--- src/rtl/hazard_control_unit_if.sv ---
// Hazard-unit bus: pipeline hazard observations in, pipeline-register controls out.
// master = hazard controller, slave = pipeline datapath.
interface hazard_control_unit_if #(
    parameter int CNT_W = 16
);
    logic [4:0]       id_rs;
    logic [4:0]       id_rt;
    logic             id_uses_rt;
    logic [4:0]       ex_rs;
    logic [4:0]       ex_rt;
    logic             ex_mem_read;
    logic [4:0]       ex_write_reg;
    logic             me_reg_write;
    logic [4:0]       me_write_reg;
    logic             me_mem_access;
    logic             wb_reg_write;
    logic [4:0]       wb_write_reg;
    logic             pc_src_me;

    logic             pc_write_en;
    logic             if_id_write_en;
    logic             id_ex_write_en;
    logic             ex_me_write_en;
    logic             if_id_flush;
    logic             id_ex_bubble;
    logic             ex_me_flush;
    logic             me_wb_bubble;
    logic [1:0]       forward_a;
    logic [1:0]       forward_b;
    logic [CNT_W-1:0] stall_count;
    logic [CNT_W-1:0] flush_count;

    modport master (
        input  id_rs, id_rt, id_uses_rt, ex_rs, ex_rt, ex_mem_read, ex_write_reg,
               me_reg_write, me_write_reg, me_mem_access, wb_reg_write, wb_write_reg,
               pc_src_me,
        output pc_write_en, if_id_write_en, id_ex_write_en, ex_me_write_en,
               if_id_flush, id_ex_bubble, ex_me_flush, me_wb_bubble,
               forward_a, forward_b, stall_count, flush_count
    );

    modport slave (
        output id_rs, id_rt, id_uses_rt, ex_rs, ex_rt, ex_mem_read, ex_write_reg,
               me_reg_write, me_write_reg, me_mem_access, wb_reg_write, wb_write_reg,
               pc_src_me,
        input  pc_write_en, if_id_write_en, id_ex_write_en, ex_me_write_en,
               if_id_flush, id_ex_bubble, ex_me_flush, me_wb_bubble,
               forward_a, forward_b, stall_count, flush_count
    );
endinterface

--- src/rtl/hazard_control_unit.sv ---
// Pipeline controller for the 5-stage core: reset sequencing, load-use stall, ME wait, branch flush, forwarding.
// Optional stall/flush performance counters enabled by defining HAZARD_PERF_COUNTERS_EN.
//
// state    | meaning
// INIT     | pipeline frozen after reset, hold timer running
// RUN      | normal flow, hazards evaluated each cycle
// LU_STALL | cycle after a load-use bubble, hazards re-evaluated
// MEM_WAIT | ME holds a multi-cycle load/store, front of pipe frozen
module hazard_control_unit #(
    parameter int RESET_HOLD  = 2,
    parameter int MEM_LATENCY = 1,
    parameter int CNT_W       = 16
) (
    input logic                  clk,
    input logic                  reset,
    hazard_control_unit_if.master bus
);
    localparam int TMR_MAX = (RESET_HOLD > MEM_LATENCY) ? RESET_HOLD : MEM_LATENCY;
    localparam int TMR_W   = (TMR_MAX < 2) ? 1 : $clog2(TMR_MAX + 1);

    typedef enum logic [1:0] {INIT, RUN, LU_STALL, MEM_WAIT} state_t;

    state_t           state_q, state_d;
    logic [TMR_W-1:0] tmr_q, tmr_d;

    logic pc_we, if_id_we, id_ex_we, ex_me_we;
    logic if_id_fl, id_ex_bub, ex_me_fl, me_wb_bub;
    logic flush_hit;
    logic load_use, mem_wait_req;

    assign load_use = bus.ex_mem_read && (bus.ex_write_reg != 5'd0) &&
                      ((bus.ex_write_reg == bus.id_rs) ||
                       (bus.id_uses_rt && (bus.ex_write_reg == bus.id_rt)));

    assign mem_wait_req = (MEM_LATENCY > 1) && bus.me_mem_access;

    always_ff @(posedge clk or negedge reset) begin
        if (!reset) begin
            state_q <= INIT;
            tmr_q   <= TMR_W'(RESET_HOLD);
        end else begin
            state_q <= state_d;
            tmr_q   <= tmr_d;
        end
    end

    always_comb begin
        state_d   = state_q;
        tmr_d     = tmr_q;
        pc_we     = 1'b0;
        if_id_we  = 1'b0;
        id_ex_we  = 1'b0;
        ex_me_we  = 1'b0;
        if_id_fl  = 1'b0;
        id_ex_bub = 1'b0;
        ex_me_fl  = 1'b0;
        me_wb_bub = 1'b0;
        flush_hit = 1'b0;
        case (state_q)
            INIT: begin
                // one INIT cycle is unavoidable, so hold values 0 and 1 both leave on the first edge
                if (tmr_q <= TMR_W'(1)) begin
                    state_d = RUN;
                    tmr_d   = '0;
                end else begin
                    tmr_d = tmr_q - TMR_W'(1);
                end
            end
            RUN, LU_STALL: begin
                pc_we    = 1'b1;
                if_id_we = 1'b1;
                id_ex_we = 1'b1;
                ex_me_we = 1'b1;
                state_d  = RUN;
                if (bus.pc_src_me) begin
                    if_id_fl  = 1'b1;
                    id_ex_bub = 1'b1;
                    ex_me_fl  = 1'b1;
                    flush_hit = 1'b1;
                end else if (mem_wait_req) begin
                    pc_we     = 1'b0;
                    if_id_we  = 1'b0;
                    id_ex_we  = 1'b0;
                    ex_me_we  = 1'b0;
                    me_wb_bub = 1'b1;
                    state_d   = MEM_WAIT;
                    tmr_d     = TMR_W'(MEM_LATENCY - 1);
                end else if (load_use) begin
                    pc_we     = 1'b0;
                    if_id_we  = 1'b0;
                    id_ex_bub = 1'b1;
                    state_d   = LU_STALL;
                end
            end
            MEM_WAIT: begin
                // the access completes in the cycle the decremented count reaches zero
                if (tmr_q <= TMR_W'(1)) begin
                    pc_we    = 1'b1;
                    if_id_we = 1'b1;
                    id_ex_we = 1'b1;
                    ex_me_we = 1'b1;
                    state_d  = RUN;
                    tmr_d    = '0;
                    if (bus.pc_src_me) begin
                        if_id_fl  = 1'b1;
                        id_ex_bub = 1'b1;
                        ex_me_fl  = 1'b1;
                        flush_hit = 1'b1;
                    end
                end else begin
                    me_wb_bub = 1'b1;
                    tmr_d     = tmr_q - TMR_W'(1);
                end
            end
            default: begin
                state_d = INIT;
                tmr_d   = TMR_W'(RESET_HOLD);
            end
        endcase
    end

    assign bus.pc_write_en    = pc_we;
    assign bus.if_id_write_en = if_id_we;
    assign bus.id_ex_write_en = id_ex_we;
    assign bus.ex_me_write_en = ex_me_we;
    assign bus.if_id_flush    = if_id_fl;
    assign bus.id_ex_bubble   = id_ex_bub;
    assign bus.ex_me_flush    = ex_me_fl;
    assign bus.me_wb_bubble   = me_wb_bub;

    // ME has the newer value, so it wins over WB on the same register
    assign bus.forward_a = (bus.me_reg_write && bus.me_write_reg != 5'd0 && bus.me_write_reg == bus.ex_rs) ? 2'b10 :
                           (bus.wb_reg_write && bus.wb_write_reg != 5'd0 && bus.wb_write_reg == bus.ex_rs) ? 2'b01 :
                           2'b00;
    assign bus.forward_b = (bus.me_reg_write && bus.me_write_reg != 5'd0 && bus.me_write_reg == bus.ex_rt) ? 2'b10 :
                           (bus.wb_reg_write && bus.wb_write_reg != 5'd0 && bus.wb_write_reg == bus.ex_rt) ? 2'b01 :
                           2'b00;

`ifdef HAZARD_PERF_COUNTERS_EN
    logic [CNT_W-1:0] stall_cnt_q, flush_cnt_q;

    always_ff @(posedge clk or negedge reset) begin
        if (!reset) begin
            stall_cnt_q <= '0;
            flush_cnt_q <= '0;
        end else begin
            if (state_q != INIT && !pc_we && stall_cnt_q != '1)
                stall_cnt_q <= stall_cnt_q + CNT_W'(1);
            if (flush_hit && flush_cnt_q != '1)
                flush_cnt_q <= flush_cnt_q + CNT_W'(1);
        end
    end

    assign bus.stall_count = stall_cnt_q;
    assign bus.flush_count = flush_cnt_q;
`else
    assign bus.stall_count = '0;
    assign bus.flush_count = '0;
`endif
endmodule
--- src/flat_wrapper.sv ---
// flat-port wrapper written by rule: the top's interface ports become plain ports
module hazard_control_unit_flat 
#(
    parameter int RESET_HOLD  = 2,
    parameter int MEM_LATENCY = 1,
    parameter int CNT_W       = 16
)
  (clk, reset, bus_id_rs, bus_id_rt, bus_id_uses_rt, bus_ex_rs, bus_ex_rt, bus_ex_mem_read, bus_ex_write_reg, bus_me_reg_write, bus_me_write_reg, bus_me_mem_access, bus_wb_reg_write, bus_wb_write_reg, bus_pc_src_me, bus_pc_write_en, bus_if_id_write_en, bus_id_ex_write_en, bus_ex_me_write_en, bus_if_id_flush, bus_id_ex_bubble, bus_ex_me_flush, bus_me_wb_bubble, bus_forward_a, bus_forward_b, bus_stall_count, bus_flush_count);
  hazard_control_unit_if #(.CNT_W(CNT_W)) bus_i ();
  input logic clk;
  input logic reset;
  input wire logic [$bits(bus_i.id_rs)-1:0] bus_id_rs;
  input wire logic [$bits(bus_i.id_rt)-1:0] bus_id_rt;
  input wire logic [$bits(bus_i.id_uses_rt)-1:0] bus_id_uses_rt;
  input wire logic [$bits(bus_i.ex_rs)-1:0] bus_ex_rs;
  input wire logic [$bits(bus_i.ex_rt)-1:0] bus_ex_rt;
  input wire logic [$bits(bus_i.ex_mem_read)-1:0] bus_ex_mem_read;
  input wire logic [$bits(bus_i.ex_write_reg)-1:0] bus_ex_write_reg;
  input wire logic [$bits(bus_i.me_reg_write)-1:0] bus_me_reg_write;
  input wire logic [$bits(bus_i.me_write_reg)-1:0] bus_me_write_reg;
  input wire logic [$bits(bus_i.me_mem_access)-1:0] bus_me_mem_access;
  input wire logic [$bits(bus_i.wb_reg_write)-1:0] bus_wb_reg_write;
  input wire logic [$bits(bus_i.wb_write_reg)-1:0] bus_wb_write_reg;
  input wire logic [$bits(bus_i.pc_src_me)-1:0] bus_pc_src_me;
  output wire logic [$bits(bus_i.pc_write_en)-1:0] bus_pc_write_en;
  output wire logic [$bits(bus_i.if_id_write_en)-1:0] bus_if_id_write_en;
  output wire logic [$bits(bus_i.id_ex_write_en)-1:0] bus_id_ex_write_en;
  output wire logic [$bits(bus_i.ex_me_write_en)-1:0] bus_ex_me_write_en;
  output wire logic [$bits(bus_i.if_id_flush)-1:0] bus_if_id_flush;
  output wire logic [$bits(bus_i.id_ex_bubble)-1:0] bus_id_ex_bubble;
  output wire logic [$bits(bus_i.ex_me_flush)-1:0] bus_ex_me_flush;
  output wire logic [$bits(bus_i.me_wb_bubble)-1:0] bus_me_wb_bubble;
  output wire logic [$bits(bus_i.forward_a)-1:0] bus_forward_a;
  output wire logic [$bits(bus_i.forward_b)-1:0] bus_forward_b;
  output wire logic [$bits(bus_i.stall_count)-1:0] bus_stall_count;
  output wire logic [$bits(bus_i.flush_count)-1:0] bus_flush_count;
  assign bus_i.id_rs = bus_id_rs;
  assign bus_i.id_rt = bus_id_rt;
  assign bus_i.id_uses_rt = bus_id_uses_rt;
  assign bus_i.ex_rs = bus_ex_rs;
  assign bus_i.ex_rt = bus_ex_rt;
  assign bus_i.ex_mem_read = bus_ex_mem_read;
  assign bus_i.ex_write_reg = bus_ex_write_reg;
  assign bus_i.me_reg_write = bus_me_reg_write;
  assign bus_i.me_write_reg = bus_me_write_reg;
  assign bus_i.me_mem_access = bus_me_mem_access;
  assign bus_i.wb_reg_write = bus_wb_reg_write;
  assign bus_i.wb_write_reg = bus_wb_write_reg;
  assign bus_i.pc_src_me = bus_pc_src_me;
  assign bus_pc_write_en = bus_i.pc_write_en;
  assign bus_if_id_write_en = bus_i.if_id_write_en;
  assign bus_id_ex_write_en = bus_i.id_ex_write_en;
  assign bus_ex_me_write_en = bus_i.ex_me_write_en;
  assign bus_if_id_flush = bus_i.if_id_flush;
  assign bus_id_ex_bubble = bus_i.id_ex_bubble;
  assign bus_ex_me_flush = bus_i.ex_me_flush;
  assign bus_me_wb_bubble = bus_i.me_wb_bubble;
  assign bus_forward_a = bus_i.forward_a;
  assign bus_forward_b = bus_i.forward_b;
  assign bus_stall_count = bus_i.stall_count;
  assign bus_flush_count = bus_i.flush_count;
  hazard_control_unit #(.RESET_HOLD(RESET_HOLD), .MEM_LATENCY(MEM_LATENCY), .CNT_W(CNT_W)) u_core (.clk(clk), .reset(reset), .bus(bus_i));
endmodule
--- config.mk ---
export PLATFORM = sky130hd
export DESIGN_NAME = hazard_control_unit_flat
export DESIGN_NICKNAME = d
export VERILOG_FILES = /design/src/rtl/hazard_control_unit_if.sv /design/src/rtl/hazard_control_unit.sv /design/src/flat_wrapper.sv
export SDC_FILE = /design/constraint.sdc
export NUM_CORES = 1
export LEC_CHECK = 0
export ABC_CLOCK_PERIOD_IN_PS = 2700
export CAP_MARGIN = 0
export CORE_ASPECT_RATIO = 1.25
export CORE_UTILIZATION = 32
export DETAILED_ROUTE_END_ITERATION = 16
export HOLD_SLACK_MARGIN = 0.08
export PLACE_DENSITY = 0.95
export SLEW_MARGIN = 5
export SYNTH_ARGS = -nofsm -noshare
export SYNTH_HDL_FRONTEND = slang
export SYNTH_SLANG_ARGS = --single-unit
--- constraint.sdc ---
create_clock -name clk -period 2.7 [get_ports clk]
set_clock_uncertainty 0.05 [all_clocks]
set_input_delay 0.54 -clock clk [delete_from_list [all_inputs] [get_ports clk]]
set_output_delay 0.54 -clock clk [all_outputs]
set_load 0.005 [all_outputs]
==> flow_summary.toml <==
[global_routing]
antenna_found_initial = 0
grt_usage = 0.1802
first_global_vias = 930
grt_pass1_wl_um = 3988
grt_max_degree = 5
overflow = 0

[finish]
area_growth_syn_to_layout_pct = 73.80
final_util = 0.5818
nNetsFinal = 229
antennaDiodeCount = 0
nFillCells = 238
layout-drive-gt1-share = 0.2240

[cts]
cts_buffer_depth = 2
ctsHtreeMaxLevel = 1
cts_tree = "built"
cts_sinks = 4
clkSlewWorstSetupHoldPaths_ns = 0.04
clk-insertion-delay-late_ns = 0.23
cts_made_buffers = 3
ctsHoldBuffers = 0
root_buffer = "clkbuf_4"

[synth]
synth_edf_count = 0
synth_area_per_cell_um2 = 8.225
yosys_register_bits = 4
synth_area_um2 = 888.4
synth_largest_area_cell = "buf_4"
synth_top_flop_cell = "dfrtp_1"
synth_cell_type_count = 27
synth_area_leaders = "buf_4, xor2_1, dfrtp_1, xnor2_1, or4_1"
ys_warn_count = 0
synth_most_common_cell = "buf_4"
synth_common_cells = "buf_4, xor2_1, xnor2_1, or4_1, inv_1"
async_flop_share = 1.000
postSynthCellCount = 108
ys_seq_area_frac = 0.1141
yosysTopAreaCellShare = 0.2958

[detailed_routing]
routedWlPerCell_um = 11.86
vias = 962
drtIter0Drc = 6
firstDrtPassIters = 6
drc = 0
routed_wl_um = 2573
viasPerCell = 4.433
detail-route-antenna-nets = 0

[worst_setup_path]
end_kind = "output port"
cp.arrival_ns = 2.05
worstSetupPathType = "in2out"
cp_top_family = "buffers and inverters"
slowest_stage = "or4_4"
crit_top_cell = "buf_4"
cp-start-kind = "input pin"
crit_fanout = 3
crit_buf_inv = 5
required_ns = 2.11
cp_slowest_stage_delay_ns = 0.51
worstPathCellList = "dlygate4sd2_1 -> buf_4 -> or4_4 -> o21ai_2 -> buf_4 -> buf_4 -> o41ai_1 -> buf_2"

[sta]
finalSetupViolations = 0
period_share = 0.9776
fmax_ghz = 0.3789
final_max_slew_viol_count = 0
period_needed_ns = 2.639
finalWorstSetupSlack_ns = 0.06058
hold_viol = 0

[worst_hold_path]
hold_path_class = "reg2reg"

[place]
pre_cts_slack_ns = -0.4754
place_hpwl_um = 2161
gp_congestion = 0.7677
io_buffers = 53

[floorplanning]
start_util = 0.3347
rows = 21
core_region_area_mm2 = 0.002654
die-width_um = 49.13
fp.dieH_um = 60.91
io_pins = 87
dieArea_mm2 = 0.002992

[power]
powerDensity_mw_per_mm2 = 212.4
finalPower_w = 0.0003279
p_leak_nw = 0.7358
vdd_drop_max_v = 0.0001710

[outcome]
status = "finished, final reports clean"

[job]
maxCapViolCount = 0
-- power by group --
group	leakage (nW)	switching [W]	internal, W
sequential	0.0470	0.000000281	0.0000607
clock	0.0150	0.0000248	0.0000555
combinational	0.674	0.0000819	0.000105
total	0.736	0.000107	0.000221
-- metal layers --
metal / GRT usage / up-vias / wire length, µm
met5: 0 / - / 0
met4: 0.05042 / 0 / 10
met3: 0.04010 / 2 / 220
met2: 0.4012 / 75 / 1501
met1: 0.1572 / 433 / 839
li1: - / 452 / -
-- timing repair --
| item | 4_1_cts | 5_1_grt |
|---|---|---|
| endpoints found under the setup margin | 7 | 7 |
| resized for setup | 45 | 5 |
| buffers inserted | 3 | 0 |
| pin swaps | 12 | 7 |
-- cell type report --
type | instances | area (µm²) | area share
multi-input combinational | 96 | 698.2 | 0.4522
timing repair buffer | 75 | 660.6 | 0.4279
sequential | 4 | 101.3 | 0.06564
tap | 34 | 42.54 | 0.02755
clock buffer | 4 | 26.28 | 0.01702
inverter | 4 | 15.01 | 0.009724
-- flip-flops by register name, indices dropped and copies added (netlist names) --
register,flops
u_core.state_q,2
u_core.tmr_q,2
-- per-stage QoR --
stage,area [µm²],setup TNS [ns],hold slack [ns],instances
after floorplan,1005,0,0.1944,139
after global placement,1458,-2.784,0.4085,210
after detailed placement,1458,-2.922,0.4167,210
after CTS,1526,0,0.4237,217
after global routing,1544,-0.02257,0.4333,217
final,1544,0,0.4210,217
-- logic make-up (layout without fill, tap and decap cells) --
| family | Yosys count | after routing | share of synthesized area |
|---|---|---|---|
| buf+inv | 39 | 83 | 0.3127 |
| xor+xnor | 30 | 30 | 0.2958 |
| simple gates | 21 | 21 | 0.1535 |
| compound gates | 11 | 11 | 0.09155 |
| flops | 4 | 4 | 0.1141 |
| fa+ha+maj | 2 | 2 | 0.02816 |
| other cells | 1 | 32 | 0.004221 |
-- placed cells by master (no fill, tap or decap), types with 4 or more instances in the layout --
| cell type | n |
|---|---|
| buf_2 | 5 |
| buf_4 | 21 |
| inv_1 | 4 |
| dlygate4sd2_1 | 15 |
| clkdlybuf4s50_1 | 30 |
| xor2_1 | 23 |
| xnor2_1 | 7 |
| conb_1 | 32 |
-- final timing paths --
check                                     from  slack, ns                 to  cells past startpoint
max                        bus_ex_write_reg[3]       0.06   bus_id_ex_bubble                      8
min                            u_core.tmr_q[1]       0.42    u_core.tmr_q[1]                      1
max reg2reg                  u_core.state_q[0]       1.32  u_core.state_q[0]                      5
min reg2reg                    u_core.tmr_q[1]       0.42    u_core.tmr_q[1]                      1
max in group asynchronous                reset       1.90    u_core.tmr_q[1]                      1
min in group asynchronous                reset       0.46  u_core.state_q[0]                      1
Note: power is estimated with default switching activity, not from simulation.
